==> src/rtl/memory_stage_pkg.sv <==
// Shared types for the MEM stage: pipeline latch structs, FSM state codes and the LL/SC link record.
package memory_stage_pkg;

  localparam int WORD_W = 32;
  localparam int REG_W  = 5;

  typedef logic [WORD_W-1:0] word_t;
  typedef logic [REG_W-1:0]  regbits_t;

  typedef logic [1:0] mem_state_t;
  localparam mem_state_t IDLE = 2'd0;
  localparam mem_state_t BUSY = 2'd1;
  localparam mem_state_t DONE = 2'd2;

  typedef struct packed {
    logic     dREN;
    logic     dWEN;
    logic     LL;
    logic     SC;
    word_t    PC;
    regbits_t Rw;
    logic     RegWEN;
    logic     MemtoReg;
    logic     halt;
    word_t    NPC;
    word_t    port_o;
    word_t    port_b;
    word_t    Imm_Ext;
  } execute_t;

  typedef struct packed {
    regbits_t Rw;
    logic     RegWEN;
    logic     MemtoReg;
    logic     halt;
    word_t    NPC;
    word_t    port_o;
    word_t    dload;
    word_t    PC;
  } memory_t;

  typedef struct packed {
    logic  valid;
    word_t addr;
  } link_t;

endpackage

==> src/rtl/memory_stage_if.sv <==
// Data-cache handshake between the MEM stage (master) and the dcache (slave), incl. coherence snoop.
interface memory_stage_if;
  import memory_stage_pkg::*;

  logic  dmemREN;
  logic  dmemWEN;
  word_t dmemaddr;
  word_t dmemstore;
  logic  dhit;
  word_t dmemload;
  logic  ccinv;
  word_t ccsnoopaddr;

  modport master (
    output dmemREN, dmemWEN, dmemaddr, dmemstore,
    input  dhit, dmemload, ccinv, ccsnoopaddr
  );

  modport slave (
    input  dmemREN, dmemWEN, dmemaddr, dmemstore,
    output dhit, dmemload, ccinv, ccsnoopaddr
  );
endinterface

==> src/rtl/memory_stage_ll_sc_link.sv <==
// LL/SC link register: set by a completed LL, cleared by SC, snoop invalidate or own store to the address.
module memory_stage_ll_sc_link
  import memory_stage_pkg::*;
(
  input  logic  CLK,
  input  logic  nRST,
  input  logic  ll_set,
  input  word_t set_addr,
  input  logic  sc_clear,
  input  logic  sw_hit,
  input  word_t sw_addr,
  input  logic  ccinv,
  input  word_t ccsnoopaddr,
  input  word_t cmp_addr,
  output logic  link_hit
);

  link_t link_reg;
  link_t link_next;
  logic  clear;

  assign clear = sc_clear
               | (ccinv  & (ccsnoopaddr == link_reg.addr))
               | (sw_hit & (sw_addr     == link_reg.addr));

  // A clear in the same cycle as an LL completion wins, so a racing invalidate is never lost.
  always_comb begin
    link_next = link_reg;
    if (clear)
      link_next.valid = 1'b0;
    else if (ll_set)
      link_next = '{valid: 1'b1, addr: set_addr};
  end

  always_ff @(posedge CLK or negedge nRST) begin
    if (!nRST)
      link_reg <= '0;
    else
      link_reg <= link_next;
  end

  assign link_hit = link_reg.valid & (link_reg.addr == cmp_addr);

endmodule

==> src/rtl/memory_stage.sv <==
// MEM stage: dcache request/handshake FSM, LL/SC resolution, stall generation and the MEM/WB latch.
module memory_stage
  import memory_stage_pkg::*;
(
  input  logic     CLK,
  input  logic     nRST,
  input  execute_t ex_p,
  input  logic     ihit,
  input  logic     flush,
  memory_stage_if.master dif,
  output logic     mem_stall,
  output memory_t  memory_p,
  output word_t    FW_memory_data
);

  mem_state_t state_reg;
  mem_state_t state_next;
  word_t      load_buf_reg;
  logic       sc_pass_reg;
  memory_t    memory_reg;
  memory_t    memory_next;
  memory_t    entry;

  logic  link_hit;
  logic  eff_wen;
  logic  acc;
  logic  not_done;
  logic  dhit_eff;
  logic  sc_result;
  word_t dload_now;

  // A failing SC never reaches the cache: it is resolved locally as a zero result.
  assign eff_wen  = ex_p.dWEN & (~ex_p.SC | link_hit);
  assign acc      = ex_p.dREN | eff_wen;
  assign not_done = (state_reg != DONE);
  assign dhit_eff = dif.dhit & not_done;

  assign dif.dmemREN   = nRST & ex_p.dREN & not_done;
  assign dif.dmemWEN   = nRST & eff_wen & not_done;
  assign dif.dmemaddr  = ex_p.port_o;
  assign dif.dmemstore = ex_p.port_b;
  assign mem_stall     = nRST & acc & not_done & ~dif.dhit;

  memory_stage_ll_sc_link u_link (
    .CLK         (CLK),
    .nRST        (nRST),
    .ll_set      (ex_p.LL & ex_p.dREN & dhit_eff),
    .set_addr    (ex_p.port_o),
    .sc_clear    (ex_p.SC & not_done & (~link_hit | dif.dhit)),
    .sw_hit      (ex_p.dWEN & ~ex_p.SC & dhit_eff),
    .sw_addr     (ex_p.port_o),
    .ccinv       (dif.ccinv),
    .ccsnoopaddr (dif.ccsnoopaddr),
    .cmp_addr    (ex_p.port_o),
    .link_hit    (link_hit)
  );

  always_comb begin
    state_next = state_reg;
    case (state_reg)
      IDLE:    if (acc)       state_next = dif.dhit ? DONE : BUSY;
      BUSY:    if (dif.dhit)  state_next = DONE;
      DONE:    if (ihit)      state_next = IDLE;
      default:                state_next = IDLE;
    endcase
  end

  always_ff @(posedge CLK or negedge nRST) begin
    if (!nRST)
      state_reg <= IDLE;
    else
      state_reg <= state_next;
  end

  always_ff @(posedge CLK or negedge nRST) begin
    if (!nRST)
      load_buf_reg <= '0;
    else if (dhit_eff & ex_p.dREN)
      load_buf_reg <= dif.dmemload;
  end

  // The link is cleared by the SC's own completion, so its outcome is remembered while parked in DONE.
  always_ff @(posedge CLK or negedge nRST) begin
    if (!nRST)
      sc_pass_reg <= 1'b0;
    else if (not_done)
      sc_pass_reg <= ex_p.SC & eff_wen & dif.dhit;
  end

  assign sc_result = not_done ? (eff_wen & dif.dhit) : sc_pass_reg;
  assign dload_now = dhit_eff ? dif.dmemload : load_buf_reg;

  always_comb begin
    entry          = '0;
    entry.Rw       = ex_p.Rw;
    entry.RegWEN   = ex_p.RegWEN;
    entry.MemtoReg = ex_p.MemtoReg & ~ex_p.SC;
    entry.halt     = ex_p.halt | memory_reg.halt;
    entry.NPC      = ex_p.NPC;
    entry.port_o   = ex_p.SC ? {{(WORD_W-1){1'b0}}, sc_result} : ex_p.port_o;
    entry.dload    = dload_now;
    entry.PC       = ex_p.PC;
  end

  // Halt is sticky: a flush squashes everything except an already-latched halt.
  always_comb begin
    memory_next = memory_reg;
    if (flush) begin
      memory_next      = '0;
      memory_next.halt = memory_reg.halt;
    end else if (mem_stall) begin
      memory_next = memory_reg;
    end else if (ihit) begin
      memory_next = entry;
    end
  end

  always_ff @(posedge CLK or negedge nRST) begin
    if (!nRST)
      memory_reg <= '0;
    else
      memory_reg <= memory_next;
  end

  assign memory_p       = memory_reg;
  assign FW_memory_data = memory_reg.MemtoReg ? memory_reg.dload : memory_reg.port_o;

endmodule

==> src/flat_wrapper.sv <==
// flat-port wrapper written by rule: the top's interface ports become plain ports
module memory_stage_flat import memory_stage_pkg::*;
  (CLK, nRST, ex_p, ihit, flush, mem_stall, memory_p, FW_memory_data, dif_dmemREN, dif_dmemWEN, dif_dmemaddr, dif_dmemstore, dif_dhit, dif_dmemload, dif_ccinv, dif_ccsnoopaddr);
  memory_stage_if dif_i ();
  input  logic CLK;
  input  logic nRST;
  input  execute_t ex_p;
  input  logic ihit;
  input  logic flush;
  output logic mem_stall;
  output memory_t memory_p;
  output word_t FW_memory_data;
  output wire logic [$bits(dif_i.dmemREN)-1:0] dif_dmemREN;
  output wire logic [$bits(dif_i.dmemWEN)-1:0] dif_dmemWEN;
  output wire logic [$bits(dif_i.dmemaddr)-1:0] dif_dmemaddr;
  output wire logic [$bits(dif_i.dmemstore)-1:0] dif_dmemstore;
  input wire logic [$bits(dif_i.dhit)-1:0] dif_dhit;
  input wire logic [$bits(dif_i.dmemload)-1:0] dif_dmemload;
  input wire logic [$bits(dif_i.ccinv)-1:0] dif_ccinv;
  input wire logic [$bits(dif_i.ccsnoopaddr)-1:0] dif_ccsnoopaddr;
  assign dif_dmemREN = dif_i.dmemREN;
  assign dif_dmemWEN = dif_i.dmemWEN;
  assign dif_dmemaddr = dif_i.dmemaddr;
  assign dif_dmemstore = dif_i.dmemstore;
  assign dif_i.dhit = dif_dhit;
  assign dif_i.dmemload = dif_dmemload;
  assign dif_i.ccinv = dif_ccinv;
  assign dif_i.ccsnoopaddr = dif_ccsnoopaddr;
  memory_stage u_core (.CLK(CLK), .nRST(nRST), .ex_p(ex_p), .ihit(ihit), .flush(flush), .dif(dif_i), .mem_stall(mem_stall), .memory_p(memory_p), .FW_memory_data(FW_memory_data));
endmodule
==> config.mk <==
export PLATFORM = sky130hd
export DESIGN_NAME = memory_stage_flat
export DESIGN_NICKNAME = d
export VERILOG_FILES = /design/src/rtl/memory_stage_pkg.sv /design/src/rtl/memory_stage_if.sv /design/src/rtl/memory_stage_ll_sc_link.sv /design/src/rtl/memory_stage.sv /design/src/flat_wrapper.sv
export SDC_FILE = /design/constraint.sdc
export NUM_CORES = 1
export LEC_CHECK = 0
export BUFFER_PORTS_ARGS = -buffer_cell sky130_fd_sc_hd__buf_2
export CAP_MARGIN = 25
export CORE_AREA = 2 2 184 186
export CTS_CLUSTER_DIAMETER = 80
export DETAILED_ROUTE_END_ITERATION = 7
export DIE_AREA = 0 0 186 188
export SLEW_MARGIN = 25
export SYNTH_ARGS = -nofsm -noshare
export SYNTH_HDL_FRONTEND = slang
export SYNTH_SLANG_ARGS = --single-unit
==> constraint.sdc <==
create_clock -name CLK -period 3.4 [get_ports CLK]
set_clock_uncertainty 0.15 [all_clocks]
set_input_delay 0.34 -clock CLK [delete_from_list [all_inputs] [get_ports CLK]]
set_output_delay 0.34 -clock CLK [all_outputs]
set_load 0.05 [all_outputs]
==> Word level (Yosys, flattened, before mapping) <==
Index checks and enable logic that the tools add are counted.
{ "word_totals": {"elab_cells": 79, "inputBits": 242, "ram_bits": 0, "romBits": 0, "latchBits": 0, "mem_count": 0, "register_bits": 204} }
{ "op_classes": {"n_eq_ne": 10, "n_bitwise": 35, "reduce_logical": 7, "n_addsub": 0, "mux": 14, "order_cmp": 0, "n_mul": 0, "shifts": 0, "div": 0} }
{ "op_table": {"columns": ["operator", "count"], "rows": [
  ["$mux W136", 3],
  ["$eq A32 B32 Y1", 3],
  ["$mux W32", 3],
  ["$mux W33", 1],
  ["$and A1 B1 Y1", 23],
  ["$mux W2", 4],
  ["$ne A2 B2 Y1 const B", 4],
  ["$not A1 Y1", 6],
  ["$or A1 B1 Y1", 6],
  ["$pmux W2 S3", 1],
  ["$reduce_and A3 Y1", 2],
  ["$reduce_and A2 Y1", 2],
  ["$reduce_bool A2 Y1", 2],
  ["$eq A2 B1 Y1 const B", 1],
  ["$eq A2 B2 Y1 const B", 1],
  ["$logic_not A2 Y1", 1],
  ["$mux W1", 2],
  ["$ne A2 B1 Y1 const B", 1]
]} }

==> Logic depth before layout (Yosys ltp) <==
Gate-level depths: netlist of run 1.
{ "depth": {"word_depth": 10, "mapped_depth": 9} }

==> By module <==
A second synthesis of run 1 with hierarchy kept.
{ "hier_totals": {"hier_cells": 1100, "hier_area_um2": 11020.6} }
{ "modules_own_cells": {"columns": ["module", "n_inst", "seq_area_each_um2", "cells_each", "area_per_inst_um2"], "rows": [
  ["memory_stage", 1, 4279.1, 893, 8618.3],
  ["memory_stage_ll_sc_link", 1, 825.8, 207, 2402.3]
]} }

==> Worst setup path before layout of run 1 <==
No wires, ideal clock.
{ "synth_path": {"kind": "flip-flop to output port", "from": "register u_core.u_link.link_reg[17] (netlist name)", "to": "output mem_stall", "setup_slack_ns": 0.079, "arrival_ns": 2.831, "required_time_ns": 2.910, "n_path_buf": 0, "stages_incl_launch_ff": 7, "path_cell_list": "dfrtp_1 xor2_1 nor4_1 nand4_2 nor3_1 o21ai_0 a211oi_1"} }
{ "synth_between": {"elab_chain_cells": 8} }
{ "synth_rtl": {"columns": ["item", "line", "text"], "rows": [
  ["from (decl)", "memory_stage_ll_sc_link.sv:18", "link_t link_reg;"],
  ["from (signal assigned)", "memory_stage_ll_sc_link.sv:39", "link_reg <= link_next;"],
  ["$eq A32 B32 Y1", "memory_stage_ll_sc_link.sv:42", "assign link_hit = link_reg.valid & (link_reg.addr == cmp_addr);"],
  ["$and A1 B1 Y1", "memory_stage_ll_sc_link.sv:42", null],
  ["$or A1 B1 Y1", "memory_stage.sv:33", "assign eff_wen = ex_p.dWEN & (~ex_p.SC | link_hit);"],
  ["$and A1 B1 Y1", "memory_stage.sv:33", null],
  ["$or A1 B1 Y1", "memory_stage.sv:34", "assign acc = ex_p.dREN | eff_wen;"],
  ["$and A1 B1 Y1 (3 in a row)", "memory_stage.sv:42", "assign mem_stall = nRST & acc & not_done & ~dif.dhit;"],
  ["to (decl)", "flat_wrapper.sv:10", "output logic mem_stall;"]
]} }
No other way between the ends.

==> Worst setup path after layout of run 1 <==
{ "layout_path": {"from": "input ex_p[89] (netlist name)", "to": "output mem_stall"} }
{ "layout_between": {"elab_chain_cells": 8} }
{ "layout_rtl": {"columns": ["item", "line", "text"], "rows": [
  ["from (decl)", "flat_wrapper.sv:7", "input execute_t ex_p;"],
  ["$eq A32 B32 Y1", "memory_stage_ll_sc_link.sv:42", null],
  ["$and A1 B1 Y1", "memory_stage_ll_sc_link.sv:42", null],
  ["$or A1 B1 Y1", "memory_stage.sv:33", null],
  ["$and A1 B1 Y1", "memory_stage.sv:33", null],
  ["$or A1 B1 Y1", "memory_stage.sv:34", null],
  ["$and A1 B1 Y1 (3 in a row)", "memory_stage.sv:42", null]
]} }
No other way between the ends.

==> summary.txt, run 1 <==
RSZ-0062 raised after global routing -> false
Net Sw Frac -> 34.1%
Most used flip-flop cell after synthesis -> dfrtp_1
Max reg flops -> 136
Buffers on Ports -> 380
Final net count -> 1803
Cell taking the most area after synthesis -> dfrtp_1
Psw -> 0.00274 W
Core Area -> 0.0331 mm²
Part of the Yosys area used for sequential elements -> 45.5%
Die Wd -> 186 µm
Antenna violations before repair -> 1
Top-area cell type share of the netlist area -> 45.5%
Share of cells above drive strength 1 -> 35.7%
Detailed Place HPWL -> 28.1 mm
Clock sink total -> 204
Req. time, crit path -> 2.91 ns
Die footprint -> 0.0350 mm²
Max clock buf depth -> 3
# fillers -> 3140
Clock tree from TritonCTS -> done
Routed len/inst -> 21.1 µm
Die Y -> 188 µm
Synth warn -> 0
Status -> complete, no violations
DR iter-0 viols -> 861
Setup WS post-layout -> 0.101 ns
DRT antenna net count -> 0
Logic pwr share -> 26.9%
Clock power share -> 36.3%
Post-Syn Instances -> 1159
DR vias -> 10939
Pwr dens -> 523 mW/mm²
Top post-synthesis cells by area -> dfrtp_1 46%, mux2_2 6.4%, nand3_1 6.2%
Root buffer cell -> clkbuf_16
Area grow syn2layout -> 37.1%
Number of synthesized register bits -> 204
Final count of negative-setup-slack endpoints -> 0
Final Hold Fails -> 0
Total negative slack -> 0 ns
Drt pass-1 iters -> 5
Number of synthesized flops with an enable pin -> 0
Dpl ws -> 0.303 ns
Cell Rows -> 67
Grt ovf -> 0
Synth top cells by count -> 204 x dfrtp_1, 139 x nand3_1, 105 x a21oi_1, 103 x o21ai_0, 77 x clkbuf_1
Seq pwr share -> 36.8%
Peak Freq -> 0.303 GHz
First-pass GRT wire length -> 65.2 mm
Total wire length -> 42.8 mm
Post-CTS setup buffer count -> 0
Vias in the first global route -> 10861
Highest Signal Layer -> met5
Metal3 WL -> 2.64 mm
GP Congestion -> 0.851
Peak supply drop -> 0.312 mV
Final core area utilization -> 46.4%
Metal-1 WL -> 18.7 mm
DRC -> 0
CTS buffer count -> 25
WL met2 -> 20.0 mm
Fin crit share -> 97.0%
Startpoint Class -> primary input
Async set-reset flop share out of synthesis -> 100%
P_int -> 0.00530 W
Via density -> 5.39
Tot GR Track Use -> 23.8%
Max H-tree Level -> 1
CP endpoint kind -> output port
Lkg Pwr -> 7.01 nW
Critical path arrival -> 2.81 ns
Largest net degree at the start of global routing -> 124
Relative slew slack -> 52.2%
Ports -> 477
CP Class -> in2out
Cell variety after synth -> 42
Clk slew on worst S/H paths -> 0.06 ns
Total Power -> 0.00805 W
Max Slew Vio Count -> 0
Hold_ws -> 0.0209 ns
Most common cell in the netlist -> dfrtp_1
Worst skew pair latency -> 0.53 ns
Synthesized area per cell -> 9.67 µm²
Crit path time final -> 3.30 ns
Slew @ Worst Pin -> 0.717 ns
Synth Cell Area -> 0.0112 mm²
Synthesized Nets -> 1401
Max Cap Viol -> 0
Worst Hold Class -> in2reg
Max FO, Critical Path -> 4
Starting Density -> 33.9%
per-layer routing:
| metal | track usage, % | vias up |
|---|---|---|
| met4 | 7.81 | 2 |
| met1 | 33.7 | 5446 |
| met3 | 3.71 | 89 |
| met5 | 0 | - |
| li1 | - | 4970 |
| met2 | 37.1 | 432 |
stage by stage:
step	instance area (µm²)	std cells
2_1_floorplan	11200	1159
3_3_place_gp	13100	1852
3_5_place_dp	13100	1852
4_1_cts	15300	2027
5_1_grt	15400	2027
6_report	15400	2028
cells by family after synthesis:
group / share of synthesized area, %
buf+inv: 8.59
xor+xnor: 4.76
mux: 9.28
flops: 45.5
simple gates: 14.2
compound gates: 17.7
path summary, 6_finish.rpt:
path | slack, ns | depth (start not counted) | startpoint | to
worst max-delay path | 0.10 | 9 | ex_p[89] | mem_stall
worst min-delay path | 0.02 | 3 | ex_p[79] | u_core.u_link.link_reg[15]
worst max register to register | 0.29 | 8 | u_core.u_link.link_reg[3] | u_core.memory_p[10]
worst min register to register | 0.32 | 1 | u_core.memory_p[128] | u_core.memory_p[128]
max in group asynchronous | 1.91 | 3 | nRST | u_core.memory_p[110]
min in group asynchronous | 0.17 | 2 | nRST | u_core.load_buf_reg[28]
area by class of cell:
cell class                 instances  area [µm²]  area share (%)
antenna                            1        2.50          0.0163
clock buffer                      37         761            4.95
clock inverter                     8         140           0.912
inverter                           7        26.3           0.171
multi-input combinational        774        5210            33.9
sequential                       204        5100            33.2
tap                              448         561            3.65
timing repair buffer             549        3570            23.2
power by group through the flow:
| stage | clock network [W] | logic [W] | registers (W) |
|---|---|---|---|
| CTS | 0.00299 | 0.00216 | 0.00295 |
| detailed placement | 0 | 0.00203 | 0.00299 |
| finish | 0.00292 | 0.00216 | 0.00296 |
| floorplan | 0 | 0.00115 | 0.00333 |
| global route | 0.00309 | 0.00231 | 0.00300 |
| global placement | 0 | 0.00201 | 0.00298 |
what timing repair did:
item	4_1_cts	5_1_grt
endpoints found under the hold margin	177	0
hold buffers	130	0
cloned	0	0
pin swaps	0	1
endpoints found under the setup margin	2	2
resized for setup	3	5
worst max-delay path, cell delays in order:
cell and delay [ns]:
dlygate4sd3_1 0.53, buf_2 0.15, xor2_1 0.17, nor4_2 0.43
nand4_1 0.26, nor3_4 0.25, o21ai_2 0.16, a211oi_1 0.28
buf_4 0.24
placed cells by master, fill, tap and decap left out, drive strengths merged, types with 2 or more instances in the layout:
| cell type | instances |
|---|---|
| buf | 418 |
| dfrtp | 204 |
| nand3 | 139 |
| dlygate4sd3 | 130 |
| a21oi | 105 |
| o21ai | 103 |
| mux2 | 64 |
| xor2 | 61 |
| nor3 | 41 |
| nand2 | 39 |
| clkbuf | 38 |
| a211oi | 34 |
| and3 | 33 |
| mux2i | 32 |
| a22oi | 32 |
| o211ai | 32 |
| nor4 | 21 |
| nor2 | 9 |
| inv | 6 |
| nor2b | 6 |
| nand4 | 6 |
| clkinv | 5 |
| bufinv | 4 |
| a31oi | 2 |
| and4 | 2 |
Power figures use the tool's default switching activity.
==> run 2, diff against run 1 <==
--- a/config.mk
+++ b/config.mk
@@ -11,6 +11,7 @@
 export CTS_CLUSTER_DIAMETER = 80
 export DETAILED_ROUTE_END_ITERATION = 7
 export DIE_AREA = 0 0 186 188
+export REMOVE_ABC_BUFFERS = 1
 export SLEW_MARGIN = 25
 export SYNTH_ARGS = -nofsm -noshare
 export SYNTH_HDL_FRONTEND = slang
==> run 2 against run 1 <==
Net effect:
- total power decreased by 2.8%
- critical path type unchanged
- via count fell by 0.25%
- fmax down 1.5%
- hold slack better by 0.032 ns
- largest cell class unchanged
==> summary.txt, run 2 (synthesis gave the netlist of run 1 again) <==
Status -> complete, no violations
Critical path arrival -> 2.86 ns
Final net count -> 1815
Layer with the highest usage -> met2
RSZ-0062 raised after global routing -> false
CP bufs+invs -> 5
Req. time, crit path -> 2.91 ns
Clk slew on worst S/H paths -> 0.06 ns
Die footprint -> 0.0350 mm²
Drt pass-1 iters -> 5
Crit path time final -> 3.35 ns
Final count of negative-setup-slack endpoints -> 0
Max Cap Viol -> 0
M3 GR Usage -> 6.39%
DRT antenna net count -> 0
Antenna violations before repair -> 12
GP Congestion -> 0.818
Ports -> 477
Routed len/inst -> 20.5 µm
First-pass GRT wire length -> 62.3 mm
Crit path largest cell delay -> 0.55 ns
Vias in the first global route -> 10578
Max H-tree Level -> 1
Peak Freq -> 0.299 GHz
Area grow syn2layout -> 37.6%
Fin crit share -> 98.5%
Final Hold Fails -> 0
CP max stage cell -> dlygate4sd3_1
Post-Layout Cell Count -> 2048
Relative slew slack -> 41.3%
Detailed Place HPWL -> 28.1 mm
Cell family with most CP delay -> buffers and inverters
Peak supply drop -> 0.412 mV
Clock tree from TritonCTS -> done
Lkg Pwr -> 7.03 nW
Largest net degree at the start of global routing -> 68
DRC -> 0
DR vias -> 10912
Total wire length -> 41.9 mm
Buffers on Ports -> 380
Hold_ws -> 0.0532 ns
Max FO, Critical Path -> 4
Max clock buf depth -> 3
Total negative slack -> 0 ns
Max reg flops -> 136
DR iter-0 viols -> 695
Worst skew pair latency -> 0.53 ns
Commonest non-fill, non-tap cell in the layout -> buf_2
Pwr dens -> 507 mW/mm²
Clock sink total -> 204
Grt met2 use -> 35.5%
Die Y -> 188 µm
Final core area utilization -> 46.6%
Via density -> 5.33
Most frequent cells in the layout -> 377 x buf_2, 203 x dfrtp_1, 139 x nand3_1, 136 x dlygate4sd3_1, 105 x a21oi_1
Tot GR Track Use -> 23.1%
Share of cells above drive strength 1 -> 35.8%
Slew @ Worst Pin -> 0.880 ns
CTS buffer count -> 25
Worst Hold Class -> in2reg
Startpoint Class -> primary input
GR Util met1 -> 31.3%
Core Area -> 0.0331 mm²
CP endpoint kind -> output port
Cell Rows -> 67
CP Class -> in2out
Root buffer cell -> clkbuf_16
Die Wd -> 186 µm
Starting Density -> 33.9%
Max Slew Vio Count -> 0
Grt ovf -> 0
Placed cell count -> 1857
Crit-path cells -> dlygate4sd3_1 -> buf_2 -> xor2_1 -> nor4_2 -> nand4_1 -> buf_4 -> nor3_4 -> o21ai_0 -> buf_4 -> nor2_1 -> buf_2
-- run 2: cell type report --
type,count,area [µm²]
Inverter,7,26.3
Tap cell,448,561
Sequential cell,204,5110
Fill cell,3129,17700
Antenna cell,9,22.5
Clock inverter,11,136
Multi-Input combinational cell,774,5220
Clock buffer,34,699
Timing Repair Buffer,561,3670
-- run 2: final timing paths --
kind	from	end	depth (start not counted)	slack, ns
min	ex_p[171]	u_core.state_reg[0]	3	0.05
max in group asynchronous	nRST	u_core.memory_p[127]	4	1.10
min in group asynchronous	nRST	u_core.memory_p[81]	2	0.12
max	ex_p[92]	dif_dmemWEN	11	0.05
max reg2reg	u_core.u_link.link_reg[25]	u_core.memory_p[45]	9	0.43
min reg2reg	u_core.memory_p[128]	u_core.memory_p[128]	1	0.32
-- run 2: where the power goes --
| part | leakage, nW | switching, W | internal, W |
|---|---|---|---|
| Clock | 0.413 | 0.00106 | 0.00166 |
| Sequential | 2.55 | 0.000238 | 0.00271 |
| Combinational | 4.07 | 0.00138 | 0.000763 |
-- run 2: metrics by stage --
step | instance area, µm² | setup slack (ns) | power (W)
4_1_cts | 15400 | 0.0418 | 0.00788
6_report | 15400 | 0.0524 | 0.00782
5_1_grt | 15400 | 0.00707 | 0.00820
3_3_place_gp | 13200 | 0.390 | 0.00496
2_1_floorplan | 10300 | -3.81 | 0.00421
3_5_place_dp | 13200 | 0.394 | 0.00500
-- run 2: timing repair --
action / in CTS / in global routing
hold buffers: 135 / 1
gates resized for setup: 2 / 5
pin swaps: 0 / 1
setup buffers: 0 / 1
hold endpoints to repair: 184 / 1
setup endpoints to repair: 2 / 2
-- run 2: per-layer routing --
metal	vias to the layer above	part of all wire, %
met5	-	0.37
met4	8	2.6
met3	74	8.2
met2	512	45
met1	5331	44
li1	4987	-
-- run 2: worst min-delay path: cells and delay by family --
kind                   cells  cell delay (ns)
and+or+nand+nor            1             0.11
buffers and inverters      1             0.16
AOI/OAI and AO/OA          1             0.07
==> run 3, diff against run 2 <==
==> constraint.sdc (replaced) <==
create_clock -name CLK -period 3.25 [get_ports CLK]
set_clock_uncertainty 0.15 [all_clocks]
set_input_delay 0.325 -clock CLK [delete_from_list [all_inputs] [get_ports CLK]]
set_output_delay 0.325 -clock CLK [all_outputs]
set_load 0.05 [all_outputs]
==> run 3 against run 2 <==
Net effect:
- clock power grew 7.3%
- sequential power grew 4%
- count of clock-buffer cells in the layout grew 1
- non-clock buffer count is the same
- via count barely moved
- register-to-register slack worse by 0.07 ns
- critical path depth shrank 1
- cell area is 0.53% higher
- core utilization up 0.25 points
- critical endpoint is now mem_stall
- largest cell class unchanged
- largest power group unchanged
==> summary.txt, run 3 (synthesis gave the netlist of run 1 again) <==
Status -> complete, no violations
Ports -> 477
Cell depth of the worst setup path -> 10
Clock sink total -> 204
DR vias -> 10915
Tot GR Track Use -> 23.7%
CP Class -> in2out
Slew @ Worst Pin -> 0.882 ns
Most frequent cells in the layout -> 377 x buf_2, 203 x dfrtp_1, 139 x nand3_1, 134 x dlygate4sd3_1, 105 x a21oi_1
Pwr dens -> 534 mW/mm²
Logic pwr share -> 27.4%
GP Congestion -> 0.837
Commonest non-fill, non-tap cell in the layout -> buf_2
Detailed Place HPWL -> 28.4 mm
# fillers -> 3131
DRC -> 0
Crit path time final -> 3.11 ns
Max clock buf depth -> 3
Max Cap Viol -> 0
Setup WS post-layout -> 0.135 ns
Net Sw Frac -> 34.4%
Critical Path Sink -> mem_stall
Die Wd -> 186 µm
Cell family with most CP delay -> buffers and inverters
Cell Rows -> 67
Critical path arrival -> 2.64 ns
CTS buffer count -> 25
Relative slew slack -> 41.2%
CP bufs+invs -> 4
Final count of negative-setup-slack endpoints -> 0
Worst Hold Class -> in2reg
M3 GR Usage -> 7.42%
FF-to-FF End -> u_core.memory_p[110]
DRT antenna net count -> 0
Crit-path cells -> dlygate4sd3_1 -> buf_2 -> xor2_1 -> nor4_2 -> buf_4 -> nand4_1 -> nor3_4 -> o21ai_2 -> a211oi_2 -> buf_6
Final Hold Fails -> 0
Layer with the highest usage -> met2
Buffers on Ports -> 380
Fin crit share -> 95.8%
Max Slew Vio Count -> 0
Clk slew on worst S/H paths -> 0.06 ns
Dpl ws -> 0.277 ns
Req. time, crit path -> 2.77 ns
Grt ovf -> 0
Area grow syn2layout -> 38.4%
CP max stage cell -> dlygate4sd3_1
Worst r2r path cells -> 9
Largest net degree at the start of global routing -> 69
Clock tree from TritonCTS -> done
Hold_ws -> 0.0262 ns
Total wire length -> 42.3 mm
Psw -> 0.00285 W
Lkg Pwr -> 7.05 nW
DR iter-0 viols -> 686
Total negative slack -> 0 ns
Via density -> 5.32
Crit path largest cell delay -> 0.53 ns
Worst r2r src -> u_core.u_link.link_reg[5]
Core Area -> 0.0331 mm²
Vias in the first global route -> 11032
CP endpoint kind -> output port
Share of cells above drive strength 1 -> 36.1%
Die Y -> 188 µm
Antenna violations before repair -> 18
P_int -> 0.00543 W
Max FO, Critical Path -> 4
Grt met2 use -> 36.7%
Die footprint -> 0.0350 mm²
Clock power share -> 35.4%
Seq pwr share -> 37.2%
Drt pass-1 iters -> 5
Starting Density -> 33.9%
GR Util met1 -> 31.1%
Peak supply drop -> 0.390 mV
Max H-tree Level -> 1
Startpoint Class -> primary input
Worst setup startpoint -> ex_p[69]
First-pass GRT wire length -> 64.1 mm
Final net count -> 1815
Reg2reg setup slack -> 0.36 ns
Routed len/inst -> 20.6 µm
Max reg flops -> 136
Worst skew pair latency -> 0.52 ns
Root buffer cell -> clkbuf_16
Peak Freq -> 0.321 GHz
run 3: what timing repair did:
action / in CTS / in global routing
resized for setup: 5 / 5
setup endpoints to repair: 2 / 2
pin swaps: 2 / 6
hold endpoints to repair: 197 / 0
buffers inserted: 1 / 1
hold buffers: 134 / 0
run 3: power groups by stage:
stage	logic, W	clock network, W	registers (W)
3_5_place_dp	0.00213	0	0.00312
3_3_place_gp	0.00210	0	0.00310
6_report	0.00227	0.00293	0.00308
5_1_grt	0.00244	0.00312	0.00312
4_1_cts	0.00227	0.00301	0.00308
2_1_floorplan	0.000920	0	0.00349
run 3: cell type report:
type / count / area [µm²] / share of cell area [%]
Antenna cell: 12 / 30.0 / 0.194
Clock buffer: 35 / 723 / 4.66
Clock inverter: 10 / 138 / 0.887
Inverter: 7 / 26.3 / 0.169
Multi-Input combinational cell: 774 / 5220 / 33.6
Sequential cell: 204 / 5110 / 32.9
Tap cell: 448 / 561 / 3.61
Timing Repair Buffer: 561 / 3710 / 23.9
run 3: worst min path at each step:
stage,from,endpoint,slack (ns),cells past startpoint
3_5_place_dp,nRST,u_core.memory_p[103],0.05,1
2_1_floorplan,nRST,u_core.load_buf_reg[0],-0.12,0
3_3_place_gp,nRST,u_core.memory_p[103],0.05,1
5_1_grt,ex_p[171],u_core.state_reg[0],0.03,3
6_report,ex_p[136],u_core.memory_p[0],0.03,3
4_1_cts,ex_p[171],u_core.state_reg[0],0.02,3
run 3: worst reg2reg max path: stages, from the launching register on:
cell and delay [ns]:
dfrtp_1 0.44, xor2_1 0.20, nor4_2 0.27, buf_4 0.16, nand4_1 0.19, buf_4 0.23
o311a_4 0.51, buf_12 0.26, o21ai_0 0.25, a21oi_1 0.10
run 3: stage by stage:
stage | cells | utilization [%] | power (W) | instance area (µm²)
4_1_cts | 2038 | 46.7 | 0.00835 | 15500
2_1_floorplan | 985 | - | 0.00441 | 10300
5_1_grt | 2050 | 46.8 | 0.00869 | 15500
3_3_place_gp | 1858 | 39.9 | 0.00521 | 13200
3_5_place_dp | 1858 | 39.9 | 0.00525 | 13200
6_report | 2051 | 46.9 | 0.00828 | 15500
run 3: metal layers:
metal / routed length [µm] / share of wire, % / vias to the layer above
met3: 3900 / 9.2 / 92
met1: 17700 / 42 / 5292
met2: 19300 / 46 / 530
met4: 1280 / 3.0 / 14
met5: 189 / 0.45 / -
li1: - / - / 4987
